**src/rtl/brush_pkg.sv**
```systemverilog
// Shared encodings for the bathroom heater controller: power-sequence states
// and the fixed function channel indices.
package brush_pkg;
    localparam int STATE_W   = 2;
    localparam int FUNC_HEAT = 0;
    localparam int FUNC_FAN  = 1;

    typedef enum logic [STATE_W-1:0] {
        OFF      = 2'd0,
        STARTUP  = 2'd1,
        RUN      = 2'd2,
        COOLDOWN = 2'd3
    } state_t;
endpackage

```
**src/rtl/sec_tick.sv**
```systemverilog
// Free-running prescaler producing a one-cycle tick every CLK_DIV cycles.
module sec_tick #(
    parameter int CLK_DIV = 1000000
) (
    input  logic clk1M,
    input  logic rst,
    output logic tick
);
    localparam int CW = (CLK_DIV > 1) ? $clog2(CLK_DIV) : 1;

    logic [CW-1:0] cnt_q;
    logic          tick_q;

    always_ff @(posedge clk1M) begin
        if (rst) begin
            cnt_q  <= '0;
            tick_q <= 1'b0;
        end else if (cnt_q == CW'(CLK_DIV - 1)) begin
            cnt_q  <= '0;
            tick_q <= 1'b1;
        end else begin
            cnt_q  <= cnt_q + CW'(1);
            tick_q <= 1'b0;
        end
    end

    assign tick = tick_q;
endmodule

```
**src/rtl/heater_mode_ctrl.sv**
```systemverilog
// Heater mode controller: power sequencing, heat/fan interlock, function
// toggles and auto-off countdown, all driven from the shared 1 s tick.
module heater_mode_ctrl
    import brush_pkg::*;
#(
    parameter int NUM_FUNC     = 4,
    parameter int CLK_DIV      = 1000000,
    parameter int STARTUP_S    = 3,
    parameter int RUNON_S      = 30,
    parameter int TIMER_STEP_S = 600,
    parameter int TIMER_STEPS  = 6,
    localparam int TW          = $clog2(TIMER_STEP_S * TIMER_STEPS + 1)
) (
    input  logic                clk1M,
    input  logic                rst,
    input  logic                key_power,
    input  logic [NUM_FUNC-1:0] key_func,
    input  logic                key_timer,
    output logic [NUM_FUNC-1:0] func_on,
    output logic [STATE_W-1:0]  state,
    output logic                busy,
    output logic [TW-1:0]       timer_left,
    output logic                tick
);
    localparam int PMAX = (STARTUP_S > RUNON_S) ? STARTUP_S : RUNON_S;
    localparam int PW   = (PMAX > 1) ? $clog2(PMAX) : 1;
    localparam int SW   = $clog2(TIMER_STEPS + 1);

    state_t              state_q;
    logic [NUM_FUNC-1:0] func_q;
    logic [TW-1:0]       timer_q;
    logic [SW-1:0]       step_q;
    logic [PW-1:0]       phase_q;
    logic                runon_q;
    logic                tick_w;

    logic [NUM_FUNC-1:0] func_tog_d;
    logic [NUM_FUNC-1:0] func_cd_d;
    logic                expire_w;

    sec_tick #(.CLK_DIV(CLK_DIV)) u_tick (
        .clk1M (clk1M),
        .rst   (rst),
        .tick  (tick_w)
    );

    // Toggle every pressed channel first, then let heat pull the fan on.
    always_comb begin
        func_tog_d = func_q ^ key_func;
        if (func_tog_d[FUNC_HEAT]) func_tog_d[FUNC_FAN] = 1'b1;
        func_cd_d = '0;
        func_cd_d[FUNC_FAN] = func_q[FUNC_FAN];
    end

    // A timer key in the same cycle reloads the setting, so it masks expiry.
    assign expire_w = tick_w && (timer_q == TW'(1)) && !key_timer;

    always_ff @(posedge clk1M) begin
        if (rst) begin
            state_q <= OFF;
            func_q  <= '0;
            timer_q <= '0;
            step_q  <= '0;
            phase_q <= '0;
            runon_q <= 1'b0;
        end else begin
            case (state_q)
                OFF: begin
                    if (key_power) begin
                        state_q <= STARTUP;
                        phase_q <= '0;
                    end
                end
                STARTUP: begin
                    if (tick_w) begin
                        if (phase_q == PW'(STARTUP_S - 1)) begin
                            state_q <= RUN;
                            phase_q <= '0;
                        end else begin
                            phase_q <= phase_q + PW'(1);
                        end
                    end
                end
                RUN: begin
                    if (key_power || expire_w) begin
                        state_q <= COOLDOWN;
                        runon_q <= func_q[FUNC_HEAT];
                        func_q  <= func_cd_d;
                        timer_q <= '0;
                        step_q  <= '0;
                        phase_q <= '0;
                    end else begin
                        func_q <= func_tog_d;
                        if (key_timer) begin
                            if (step_q == SW'(TIMER_STEPS)) begin
                                step_q  <= '0;
                                timer_q <= '0;
                            end else begin
                                step_q  <= step_q + SW'(1);
                                timer_q <= TW'((int'(step_q) + 1) * TIMER_STEP_S);
                            end
                        end else if (tick_w && timer_q != '0) begin
                            timer_q <= timer_q - TW'(1);
                        end
                    end
                end
                COOLDOWN: begin
                    if (!runon_q) begin
                        state_q <= OFF;
                        func_q  <= '0;
                    end else if (tick_w) begin
                        if (phase_q == PW'(RUNON_S - 1)) begin
                            state_q <= OFF;
                            func_q  <= '0;
                            runon_q <= 1'b0;
                            phase_q <= '0;
                        end else begin
                            phase_q <= phase_q + PW'(1);
                        end
                    end
                end
                default: state_q <= OFF;
            endcase
        end
    end

    assign func_on    = func_q;
    assign state      = state_q;
    assign busy       = (state_q == STARTUP) || (state_q == COOLDOWN);
    assign timer_left = timer_q;
    assign tick       = tick_w;
endmodule

```
**config.mk**
```make
export PLATFORM = sky130hd
export DESIGN_NAME = heater_mode_ctrl
export DESIGN_NICKNAME = d
export VERILOG_FILES = /design/src/rtl/brush_pkg.sv /design/src/rtl/sec_tick.sv /design/src/rtl/heater_mode_ctrl.sv
export SDC_FILE = /design/constraint.sdc
export NUM_CORES = 1
export LEC_CHECK = 0
export BUFFER_PORTS_ARGS = -buffer_cell sky130_fd_sc_hd__buf_2
export CAP_MARGIN = 20
export CORE_AREA = 3 3 94 96
export DETAILED_ROUTE_END_ITERATION = 8
export DIE_AREA = 0 0 97 99
export PLACE_DENSITY = 0.65
export SYNTH_ARGS = -nofsm -noshare
export SYNTH_HDL_FRONTEND = slang
export SYNTH_HIERARCHICAL = 1
export SYNTH_SLANG_ARGS = --single-unit
```
**constraint.sdc**
```tcl
create_clock -name clk1M -period 3 [get_ports clk1M]
set_clock_uncertainty 0.05 [all_clocks]
set_input_delay 0.6 -clock clk1M [delete_from_list [all_inputs] [get_ports clk1M]]
set_output_delay 0.6 -clock clk1M [all_outputs]
set_load 0.05 [all_outputs]
```
==> impl_summary.txt, run 1 <==
----------------------------------------------------
[Power]
  Static leakage ... around 1.4 nW
  Combinational power share ... a little under two fifths
  Proportion of power drawn by the clock network ... 27.6%
  Net Switching ... approximately 0.79 mW
  Worst supply voltage drop on vdd ... about 0.38 mV
  Pwr per Cell Area ... around 560 mW/mm^2
  Net Sw Frac ... between 30% and 40%
  Internal power summed over all cells ... 1.303 mW
  Power Total ... ~2.1 mW
  Sequential power share ... around a third

[Hold path]
  Tightest Hold Check Type ... register to register
  Hold path start ... func_on[2]
  Number of cells on the worst hold path ... 2
  Endpoint of the worst hold-timing path ... func_on[2]

[Global routing]
  Most used routing layer in global routing ... met2
  Aggregate global-route resource usage ... between 15 and 20%
  Met3 demand-to-capacity share in global routing ... 2.972%
  Met2 usage ... a little under a quarter
  GR Layer Usage met1 ... a little over a fifth
  Total grt overflow ... 0
  First-pass GRT wire length ... roughly 12,000 um
  Antenna violations before repair ... 0
  Via count of the first global-routing pass ... 2,588
  Maximum number of pins on one net before global-route repair ... 38

[Routing]
  Antenna-violating nets left ... 0
  Detailed Routing Iterations Pass 1 ... 4
  Post-Route WL ... between 7000 and 8000 um
  Detail-routed via count per cell ... 5.517
  Starting DRC count in detailed routing ... roughly 170
  Post-detailed-route wirelength per cell ... approximately 14 um
  Number of vias in the routed layout ... ~2,800
  Remaining design rule violation count ... 0

[Placement]
  Count of input and output buffers ... 27
  RD Place Congestion ... between 0.7 and 0.8
  Placed Area ... roughly 0.0035 sq mm
  Hpwl dp ... approximately 5200 um

[CTS]
  Clock tree root buffer cell ... sky130_fd_sc_hd__clkbuf_8
  Num CTS Buffers ... 5
  Clock network latency to the later pin of the worst-skew pair ... approximately 0.31 ns
  TritonCTS clock tree ... built
  Num Clock Sinks ... between 40 and 50
  Clock transition at the registers of the reported paths ... around 0.10 ns
  Number of levels the H-tree was split into ... 2
  Number of buffers between clock root and the deepest sink ... 2

[Floorplanning]
  Row Count ... 33
  Placeable Area ... approximately 0.0081 sq mm
  Die Footprint ... about 0.0096 sq mm
  Initial standard-cell utilization of the core ... around 40%
  Top Ports ... 28
  Die Span X ... about 97 um
  Vertical extent of the die ... ~99 um

[Finish]
  Total area of multi-input combinational cells ... 0.002121 sq mm
  Relative area change from synthesis to final layout ... 16.28%
  Net count reported at finish ... about 440
  Fraction of final layout cells sized beyond drive strength 1 ... a little over a fifth
  Sequential standard cell area ... a little under 0.001 sq mm
  Final std cell area, no fill ... 0.003709 sq mm
  Commonest non-fill, non-tap cells in the layout ... sky130_fd_sc_hd__dfxtp_1, sky130_fd_sc_hd__nor2_1, sky130_fd_sc_hd__inv_1, sky130_fd_sc_hd__buf_2, sky130_fd_sc_hd__a21oi_1
  Fillcell total ... 803
  Diodes inserted ... 0
  Most frequent standard cell in the layout excluding fill and tap cells ... sky130_fd_sc_hd__dfxtp_1

[Timing]
  Unrepaired setup endpoints after global routing ... yes
  Total count of hold-check failures in the final report ... 0
  Maximum clock frequency ... about 340 MHz
  Final-report max-slew violation count ... 0
  Transition time at the pin with the least slew margin ... approximately 0.7 ns
  Setup-failing EPs final ... 0
  Final critical-path required period ... around 3 ns
  Relative max-transition margin ... between 50% and 60%
  Fin crit share ... 98.60%

[Synthesis]
  Count of yosys warnings during synthesis ... 6
  Post-synth net total ... 407
  Async S/R FF share, synth ... 0%
  Part of the Yosys area used for sequential elements ... ~30%
  Syn_area_per_cell ... ~8.5 sq um
  Post-synthesis sequential element count ... 48
  Gate count after technology mapping ... around 370
  Most used flip-flop cell after synthesis ... sky130_fd_sc_hd__dfxtp_1
  Synth top area share ... 30.13%
  Cell type with the largest total area after synthesis ... sky130_fd_sc_hd__dfxtp_1
  EDFF count, synth ... 0
  Ranking of synthesized cells by area ... sky130_fd_sc_hd__dfxtp_1, sky130_fd_sc_hd__ha_1, sky130_fd_sc_hd__xnor2_1
  Cell Area, Synth ... around 0.0032 sq mm
  Number of distinct library cell variants in the gate-level netlist after synthesis ... 67

[Setup path]
  Nature of the critical path endpoint ... register
  Number of cells on the worst reg-to-reg path ... 13
  Required time at the endpoint of the critical path ... 3.17 ns
  Nature of the critical path startpoint ... register
  Crit path kind ... register to register
  Critical Path AT ... approximately 3.1 ns
  Critical Path Start ... step_q[0]
  RR Endpoint ... timer_left[11]
  Maximum fanout along the worst path ... 3
  Setup slack, reg-to-reg ... between 0.04 and 0.05 ns
  Origin of the critical flop-to-flop path ... step_q[0]

[Flow run]
  Total of max-cap violations ... 0

[Status]
  Outcome ... finished clean

----------------------------------------------------
[routing by layer]
| layer | share of wire, % | vias to the layer above |
|---|---|---|
| met4 | 0.90 | 0 |
| li1 | - | 1443 |
| met2 | 47 | 51 |
| met3 | 3.5 | 8 |
| met5 | 0 | - |
| met1 | 49 | 1339 |
[critical path, stage by stage, from the launching register on]
cell	delay [ns]
sky130_fd_sc_hd__dfxtp_4	0.37
sky130_fd_sc_hd__ha_4	0.17
sky130_fd_sc_hd__xnor2_2	0.18
sky130_fd_sc_hd__inv_2	0.08
sky130_fd_sc_hd__ha_4	0.26
sky130_fd_sc_hd__inv_2	0.03
sky130_fd_sc_hd__fa_1	0.52
sky130_fd_sc_hd__inv_2	0.07
sky130_fd_sc_hd__ha_4	0.16
sky130_fd_sc_hd__a211o_1	0.30
sky130_fd_sc_hd__a2111oi_4	0.35
sky130_fd_sc_hd__a41o_1	0.14
sky130_fd_sc_hd__o21ai_1	0.06
sky130_fd_sc_hd__o32ai_1	0.14
[worst max-delay path by stage]
stage                      to
6_report       timer_left[11]
5_1_grt        timer_left[11]
4_1_cts        timer_left[11]
3_5_place_dp   timer_left[11]
3_3_place_gp   timer_left[11]
2_1_floorplan  timer_left[11]
[registers in the layout, summed over array words and instances (netlist names)]
| name | cells |
|---|---|
| runon_q | 1 |
| u_tick/tick | 1 |
| step_q | 3 |
| state | 2 |
| u_tick/cnt_q | 20 |
| phase_q | 5 |
| func_on | 4 |
| timer_left | 12 |
[area by class of cell]
cell class	count	area share (%)
Inverter	32	3.239
Multi-Input combinational cell	282	57.19
Timing Repair Buffer	40	6.275
Clock inverter	3	1.856
Sequential cell	48	26.05
Tap cell	105	3.543
Clock buffer	5	1.856
[cells by family after synthesis]
| family | count (synthesis) | synth area share, % |
|---|---|---|
| and+or+nand+nor | 145 | 27.30 |
| adders and majority gates | 25 | 10.04 |
| DFF | 48 | 30.13 |
| xor gates and xnor gates | 28 | 7.689 |
| muxes | 2 | 0.6277 |
| buffers and inverters | 44 | 6.238 |
| AOI/OAI and AO/OA | 82 | 17.97 |
[synth_stat cells, drive strengths merged, types with 3 or more instances]
cell / n
dfxtp: 48
inv: 32
nor2: 30
a21oi: 24
ha: 24
nand2: 21
xnor2: 21
nand3: 16
o21ai: 16
nor4: 12
nand4: 10
nor3: 10
or3: 9
or4: 9
buf: 7
o32ai: 7
xor2: 7
nand3b: 6
o211ai: 6
o31ai: 6
clkbuf: 5
and3: 3
o22ai: 3
or2: 3
[stage by stage]
| stage | std cells | setup slack [ns] | util (%) | TNS [ns] | hold slack (ns) |
|---|---|---|---|---|---|
| 3_5_place_dp | 505 | -0.05235 | 42.69 | -0.05235 | 0.4170 |
| 2_1_floorplan | 374 | 0.002551 | - | 0 | 0.3870 |
| 4_1_cts | 513 | 0.008920 | 44.56 | 0 | 0.4387 |
| 6_report | 515 | 0.04214 | 45.59 | 0 | 0.4308 |
| 5_1_grt | 515 | -0.06882 | 45.59 | -0.06882 | 0.4775 |
| 3_3_place_gp | 505 | 0.06146 | 42.69 | 0 | 0.4099 |
[what timing repair did]
| action | in CTS | in global routing |
|---|---|---|
| setup buffers | 0 | 2 |
| resized for setup | 3 | 14 |
| endpoints found under the setup margin | 1 | 3 |
| pin swaps | 1 | 8 |
| hold buffers | 0 | 0 |
[power by group through the flow]
stage	clock, mW	combinational (mW)	sequential (mW)
detailed placement	0	0.763	0.754
global placement	0	0.752	0.750
floorplan	0	0.524	0.847
global route	0.616	0.852	0.748
CTS	0.592	0.769	0.739
finish	0.576	0.775	0.739
Power figures use the tool's default switching activity.
==> run 2, diff against run 1 <==
CTS_CLUSTER_SIZE = 24   (was unset)
PLACE_DENSITY = 0.63   (was 0.65)
clock period = 3.15 ns   (was 3 ns; I/O delays follow)
==> impl_summary.txt, run 2 (synthesis gave the netlist of run 1 again) <==
----------------------------------------------------
[Floorplanning]
  Vertical extent of the die ... 99 um (unchanged)
  Placeable Area ... 0.008134 sq mm (unchanged)
  Die Span X ... 97 um (unchanged)
  Die Footprint ... 0.009603 sq mm (unchanged)
  Row Count ... 33 (unchanged)
  Top Ports ... 28 (unchanged)
  Initial standard-cell utilization of the core ... 39.21% (unchanged)

[Timing]
  Maximum clock frequency ... 337.6 MHz (-0.14%)
  Fin crit share ... 94.03% (-4.6 points)
  Transition time at the pin with the least slew margin ... 0.6786 ns (-0.02743 ns)
  Total negative slack for setup checks ... 0 ns (unchanged)
  Unrepaired setup endpoints after global routing ... no
  Relative max-transition margin ... 54.76% (+1.8 points)
  Total count of hold-check failures in the final report ... 0 (unchanged)
  Setup WS post-layout ... 0.1879 ns (+0.1458 ns)
  Final-report max-slew violation count ... 0 (unchanged)
  Final critical-path required period ... 2.962 ns (+0.004225 ns)
  Worst-case hold slack ... 0.4398 ns (+0.008971 ns)
  Setup-failing EPs final ... 0 (unchanged)

[Finish]
  Utilization after layout ... 44.32% (-1.3 points)
  Relative area change from synthesis to final layout ... 13.02%
  Commonest non-fill, non-tap cells in the layout ... sky130_fd_sc_hd__dfxtp_1, sky130_fd_sc_hd__inv_1, sky130_fd_sc_hd__nor2_1, sky130_fd_sc_hd__buf_2, sky130_fd_sc_hd__a21oi_1
  Final std cells w/o fill ... 510 (-0.97%)
  Largest register by flop count ... u_tick/cnt_q
  Fraction of final layout cells sized beyond drive strength 1 ... 18.27% (-2.7 points)
  Diodes inserted ... 0 (unchanged)
  Final std cell area, no fill ... 0.003605 sq mm (-2.8%)
  Net count reported at finish ... 437 (-1.1%)
  Flip-flop count of the largest register, all copies and words added ... 20 (unchanged)
  Most frequent standard cell in the layout excluding fill and tap cells ... sky130_fd_sc_hd__dfxtp_1

[Hold path]
  Tightest Hold Check Type ... register to register
  Hold path start ... u_tick/cnt_q[0]
  Endpoint of the worst hold-timing path ... u_tick/cnt_q[0]
  Number of cells on the worst hold path ... 1 (-1)

[Setup path]
  Critical Path AT ... 3.13 ns (about the same)
  Required time at the endpoint of the critical path ... 3.32 ns (+0.15 ns)
  Nature of the critical path startpoint ... register
  Crit path kind ... register to register
  Slowest-stage cell, CP ... sky130_fd_sc_hd__fa_1
  Number of cells on the worst reg-to-reg path ... 13 (unchanged)
  Nature of the critical path endpoint ... register
  Origin of the critical flop-to-flop path ... step_q[0]
  Biggest cell delay along the critical path ... 0.51 ns (about the same)
  CP delay by family, top ... adder cells
  Maximum fanout along the worst path ... 4 (+1)
  Setup slack, reg-to-reg ... 0.19 ns (+0.15 ns)
  Critical-path cell list ... ha_2 -> xnor2_2 -> inv_2 -> ha_1 -> inv_1 -> fa_1 -> inv_1 -> ha_2 -> a211o_1 -> a2111oi_4 -> a41o_1 -> o21ai_1 -> o32ai_2
  Buffers and inverters on the worst path ... 3 (unchanged)
  RR Endpoint ... timer_left[11]

[CTS]
  Post-CTS Hold Fix Bufs ... 0 (unchanged)
  Postcts setup bufs ... 0 (unchanged)
  Num Clock Sinks ... 48 (unchanged)
  Number of levels the H-tree was split into ... 2 (unchanged)
  Clock transition at the registers of the reported paths ... 0.09 ns (about the same)
  Clock tree root buffer cell ... sky130_fd_sc_hd__clkbuf_8
  Number of buffers between clock root and the deepest sink ... 2 (unchanged)
  TritonCTS clock tree ... built
  Num CTS Buffers ... 5 (unchanged)
  Clock network latency to the later pin of the worst-skew pair ... 0.30 ns (about the same)

[Routing]
  Number of vias in the routed layout ... 2,776 (-2.3%)
  Post-Route WL ... 7016 um (-3.3%)
  Detailed Routing Iterations Pass 1 ... 4 (unchanged)
  Detail-routed via count per cell ... 5.443 (-1.3%)
  Post-detailed-route wirelength per cell ... 13.76 um (-2.4%)
  Antenna-violating nets left ... 0 (unchanged)
  Starting DRC count in detailed routing ... 103 (-38%)
  Remaining design rule violation count ... 0 (unchanged)

[Global routing]
  Via count of the first global-routing pass ... 2,541 (-1.8%)
  Total grt overflow ... 0 (unchanged)
  First-pass GRT wire length ... 12,010 um (-3.1%)
  Maximum number of pins on one net before global-route repair ... 38 (unchanged)
  Antenna violations before repair ... 0 (unchanged)
  Aggregate global-route resource usage ... 14.70% (-0.43 points)

[Power]
  Pwr per Cell Area ... 523.2 mW/mm^2 (-7.1%)
  Internal power summed over all cells ... 1.154 mW (-11%)
  Net Sw Frac ... 38.80% (+1.1 points)
  Combinational power share ... 38.3% (+1.2 points)
  Worst supply voltage drop on vdd ... 0.3490 mV (-7.6%)
  Power Total ... 1.886 mW (-9.7%)
  Static leakage ... 1.352 nW (-2.8%)
  Sequential power share ... 37.4% (+2.1 points)
  Proportion of power drawn by the clock network ... 24.4% (-3.2 points)
  Net Switching ... 0.7319 mW (-7.0%)

[Placement]
  Dpl ws ... 0.03130 ns (+0.08365 ns)
  Placed Area ... 0.003445 sq mm (-0.79%)
  RD Place Congestion ... 0.8384 (+11%)
  Hpwl dp ... 5178 um (-1.2%)
  # placed instances ... 502 (-0.59%)
  Count of input and output buffers ... 27 (unchanged)

[Status]
  Outcome ... finished clean

[Flow run]
  Total of max-cap violations ... 0 (unchanged)

----------------------------------------------------
## run 2: what timing repair did
action	4_1_cts	5_1_grt
setup endpoints to repair	1	1
pin swaps	0	2
gates resized for setup	1	8
endpoints found under the hold margin	0	0
## run 2: worst max path at each step
stage	from	to	slack (ns)	cells after the start
final	step_q[0]	timer_left[11]	0.19	13
after global routing	step_q[0]	timer_left[11]	0.002	13
after CTS	step_q[0]	timer_left[11]	0.03	13
after detailed placement	step_q[0]	timer_left[11]	0.03	13
after global placement	step_q[0]	timer_left[11]	0.11	13
after floorplan	step_q[0]	timer_left[11]	0.04	13
## run 2: metal layers
layer / GRT usage [%] / vias to the layer above / part of all wire [%]
met4: 2.916 / 0 / 0.70
met1: 20.01 / 1310 / 48
li1: - / 1427 / -
met2: 24.89 / 35 / 48
met5: 0 / - / 0
met3: 2.194 / 4 / 3.0
## run 2: power groups by stage
stage               Clock (mW)  Combinational, mW  Sequential [mW]
floorplan                    0              0.499            0.806
global placement             0              0.708            0.717
detailed placement           0              0.716            0.719
CTS                      0.476              0.720            0.705
global route             0.497              0.799            0.714
finish                   0.460              0.722            0.705
## run 2: cell type report
type                            count  area, sq um
Sequential cell                    48        962.2
Clock buffer                        5        68.82
Tap cell                          105        131.4
Multi-Input combinational cell    282         2081
Timing Repair Buffer               35        195.2
Clock inverter                      3        46.29
Fill cell                         801         4529
Inverter                           32        120.1
==> run 3, diff against run 2 <==
CORE_AREA = 3 3 108 84   (was 3 3 94 96)
DIE_AREA = 0 0 111 87   (was 0 0 97 99)
==> impl_summary.txt, run 3 (synthesis gave the netlist of run 1 again) <==
----------------------------------------------------
[Status]
  Outcome ... finished clean

[Power]
  Static leakage ... 1.373 nW (+1.5%)
  Combinational power share ... 38.3% (about the same)
  Pwr per Cell Area ... 521.9 mW/mm^2 (-0.26%)
  Sequential power share ... 37.4% (about the same)
  Internal power summed over all cells ... 1.149 mW (-0.49%)
  Net Switching ... 0.7358 mW (+0.54%)
  Worst supply voltage drop on vdd ... 0.3809 mV (+9.1%)
  Power Total ... 1.884 mW (about the same)
  Net Sw Frac ... 39.05% (+0.24 points)
  Proportion of power drawn by the clock network ... 24.3% (about the same)

[Finish]
  Most frequent standard cell in the layout excluding fill and tap cells ... sky130_fd_sc_hd__dfxtp_1
  Final std cells w/o fill ... 513 (+0.59%)
  Flip-flop count of the largest register, all copies and words added ... 20 (unchanged)
  Net count reported at finish ... 440 (+0.69%)
  Relative area change from synthesis to final layout ... 13.22%
  Fraction of final layout cells sized beyond drive strength 1 ... 17.89% (-0.38 points)
  Diodes inserted ... 0 (unchanged)
  Largest register by flop count ... u_tick/cnt_q
  Commonest non-fill, non-tap cells in the layout ... sky130_fd_sc_hd__dfxtp_1, sky130_fd_sc_hd__inv_1, sky130_fd_sc_hd__nor2_1, sky130_fd_sc_hd__buf_2, sky130_fd_sc_hd__a21oi_1

[Setup path]
  Critical Path Stages ... 13 (unchanged)
  CP delay by family, top ... adder cells
  Nature of the critical path startpoint ... register
  Most frequent cell on the critical path ... sky130_fd_sc_hd__inv_1
  Crit path kind ... register to register
  Biggest cell delay along the critical path ... 0.54 ns (+0.03 ns)
  Critical Path AT ... 3.20 ns (+0.07 ns)
  Critical-path cell list ... inv_1 -> ha_1 -> inv_1 -> ha_1 -> inv_1 -> fa_1 -> inv_1 -> ha_1 -> a211o_1 -> a2111oi_4 -> a41o_1 -> o21ai_1 -> o32ai_1
  Required time at the endpoint of the critical path ... 3.32 ns (about the same)
  Maximum fanout along the worst path ... 4 (unchanged)
  Buffers and inverters on the worst path ... 4 (+1)
  Slowest-stage cell, CP ... sky130_fd_sc_hd__fa_1
  Nature of the critical path endpoint ... register
  Number of cells on the worst reg-to-reg path ... 13 (unchanged)

[CTS]
  Number of levels the H-tree was split into ... 2 (unchanged)
  TritonCTS clock tree ... built
  Clock tree root buffer cell ... sky130_fd_sc_hd__clkbuf_8
  Clock transition at the registers of the reported paths ... 0.09 ns (about the same)
  Post-CTS Hold Fix Bufs ... 0 (unchanged)
  Number of buffers between clock root and the deepest sink ... 2 (unchanged)
  Clock network latency to the later pin of the worst-skew pair ... 0.31 ns (about the same)
  Num CTS Buffers ... 5 (unchanged)
  Num Clock Sinks ... 48 (unchanged)

[Floorplanning]
  Row Count ... 28 (-15%)
  Initial standard-cell utilization of the core ... 40.10% (+0.89 points)
  Placeable Area ... 0.007953 sq mm (-2.2%)
  Vertical extent of the die ... 87 um (-12%)
  Top Ports ... 28 (unchanged)
  Die Footprint ... 0.009657 sq mm (+0.56%)
  Die Span X ... 111 um (+14%)

[Flow run]
  Total of max-cap violations ... 0 (unchanged)

[Routing]
  Starting DRC count in detailed routing ... 243 (+140%)
  Post-Route WL ... 7597 um (+8.3%)
  Remaining design rule violation count ... 0 (unchanged)
  Antenna-violating nets left ... 0 (unchanged)
  Detailed Routing Iterations Pass 1 ... 4 (unchanged)
  Post-detailed-route wirelength per cell ... 14.81 um (+7.6%)
  Number of vias in the routed layout ... 2,844 (+2.4%)
  Detail-routed via count per cell ... 5.544 (+1.9%)

[Placement]
  Hpwl dp ... 5546 um (+7.1%)
  Count of input and output buffers ... 27 (unchanged)
  RD Place Congestion ... 0.8169 (-2.6%)
  # placed instances ... 504 (+0.40%)

[Timing]
  Relative max-transition margin ... 51.74% (-3.0 points)
  Total negative slack for setup checks ... 0 ns (unchanged)
  Final-report max-slew violation count ... 0 (unchanged)
  Transition time at the pin with the least slew margin ... 0.7183 ns (+0.03976 ns)
  Fin crit share ... 96.12% (+2.1 points)
  Setup-failing EPs final ... 0 (unchanged)
  Total count of hold-check failures in the final report ... 0 (unchanged)
  Final critical-path required period ... 3.028 ns (+0.06559 ns)
  Maximum clock frequency ... 330.3 MHz (-2.2%)

[Global routing]
  Antenna violations before repair ... 0 (unchanged)
  First-pass GRT wire length ... 12,720 um (+6.0%)
  Aggregate global-route resource usage ... 15.85% (+1.2 points)
  Via count of the first global-routing pass ... 2,602 (+2.4%)
  Total grt overflow ... 0 (unchanged)
  Maximum number of pins on one net before global-route repair ... 30 (-21%)

[Hold path]
  Tightest Hold Check Type ... register to register
  Number of cells on the worst hold path ... 1 (unchanged)

----------------------------------------------------
-- run 3: layout make-up --
class | instances | area [sq um]
clock buffer | 5 | 68.82
tap | 105 | 131.4
multi-input combinational | 282 | 2068
sequential | 48 | 962.2
fill | 769 | 4342
clock inverter | 3 | 42.54
inverter | 32 | 120.1
timing repair buffer | 38 | 217.7
-- run 3: through the flow --
step                instance area (sq um)  setup WS [ns]  utilization, %  hold WS [ns]
floorplan                            3197        0.03590               -        0.3870
global placement                     3460        0.09861           43.50        0.4149
detailed placement                   3460       0.006021           43.50        0.4243
CTS                                  3577        0.02425           44.98        0.4432
global route                         3611       -0.05239           45.41        0.4684
finish                               3611         0.1223           45.41        0.4408
-- run 3: timing repair --
| item | 4_1_cts | 5_1_grt |
|---|---|---|
| buffers inserted | 0 | 1 |
| gates resized for setup | 2 | 4 |
| setup endpoints to repair | 1 | 4 |
| pin swaps | 0 | 3 |
-- run 3: worst paths after layout --
kind              startpoint  slack, ns         endpoint
max                step_q[0]       0.12   timer_left[11]
min          u_tick/cnt_q[0]       0.44  u_tick/cnt_q[0]
max reg2reg        step_q[0]       0.12   timer_left[11]
min reg2reg  u_tick/cnt_q[0]       0.44  u_tick/cnt_q[0]
-- run 3: power groups by stage --
stage               sequential, mW  combinational (mW)  clock, mW
floorplan                    0.806               0.499          0
global placement             0.716               0.713          0
detailed placement           0.719               0.717          0
CTS                          0.705               0.721      0.470
global route                 0.716               0.794      0.496
finish                       0.705               0.721      0.458
-- run 3: routing by layer --
| metal | wire [um] | up-vias | GRT usage, % |
|---|---|---|---|
| met5 | 0 | - | 0 |
| met4 | 89 | 0 | 4.810 |
| met3 | 423 | 10 | 3.889 |
| met2 | 3130 | 71 | 22.80 |
| met1 | 3954 | 1330 | 23.30 |
| li1 | - | 1433 | - |
-- run 3: worst reg2reg max path, stage by stage, from the launching register on --
cell and delay, ns:
sky130_fd_sc_hd__dfxtp_2 0.39, sky130_fd_sc_hd__inv_1 0.09, sky130_fd_sc_hd__ha_1 0.31, sky130_fd_sc_hd__inv_1 0.12
sky130_fd_sc_hd__ha_1 0.16, sky130_fd_sc_hd__inv_1 0.05, sky130_fd_sc_hd__fa_1 0.54, sky130_fd_sc_hd__inv_1 0.07
sky130_fd_sc_hd__ha_1 0.21, sky130_fd_sc_hd__a211o_1 0.31, sky130_fd_sc_hd__a2111oi_4 0.32, sky130_fd_sc_hd__a41o_1 0.13
sky130_fd_sc_hd__o21ai_1 0.06, sky130_fd_sc_hd__o32ai_1 0.13
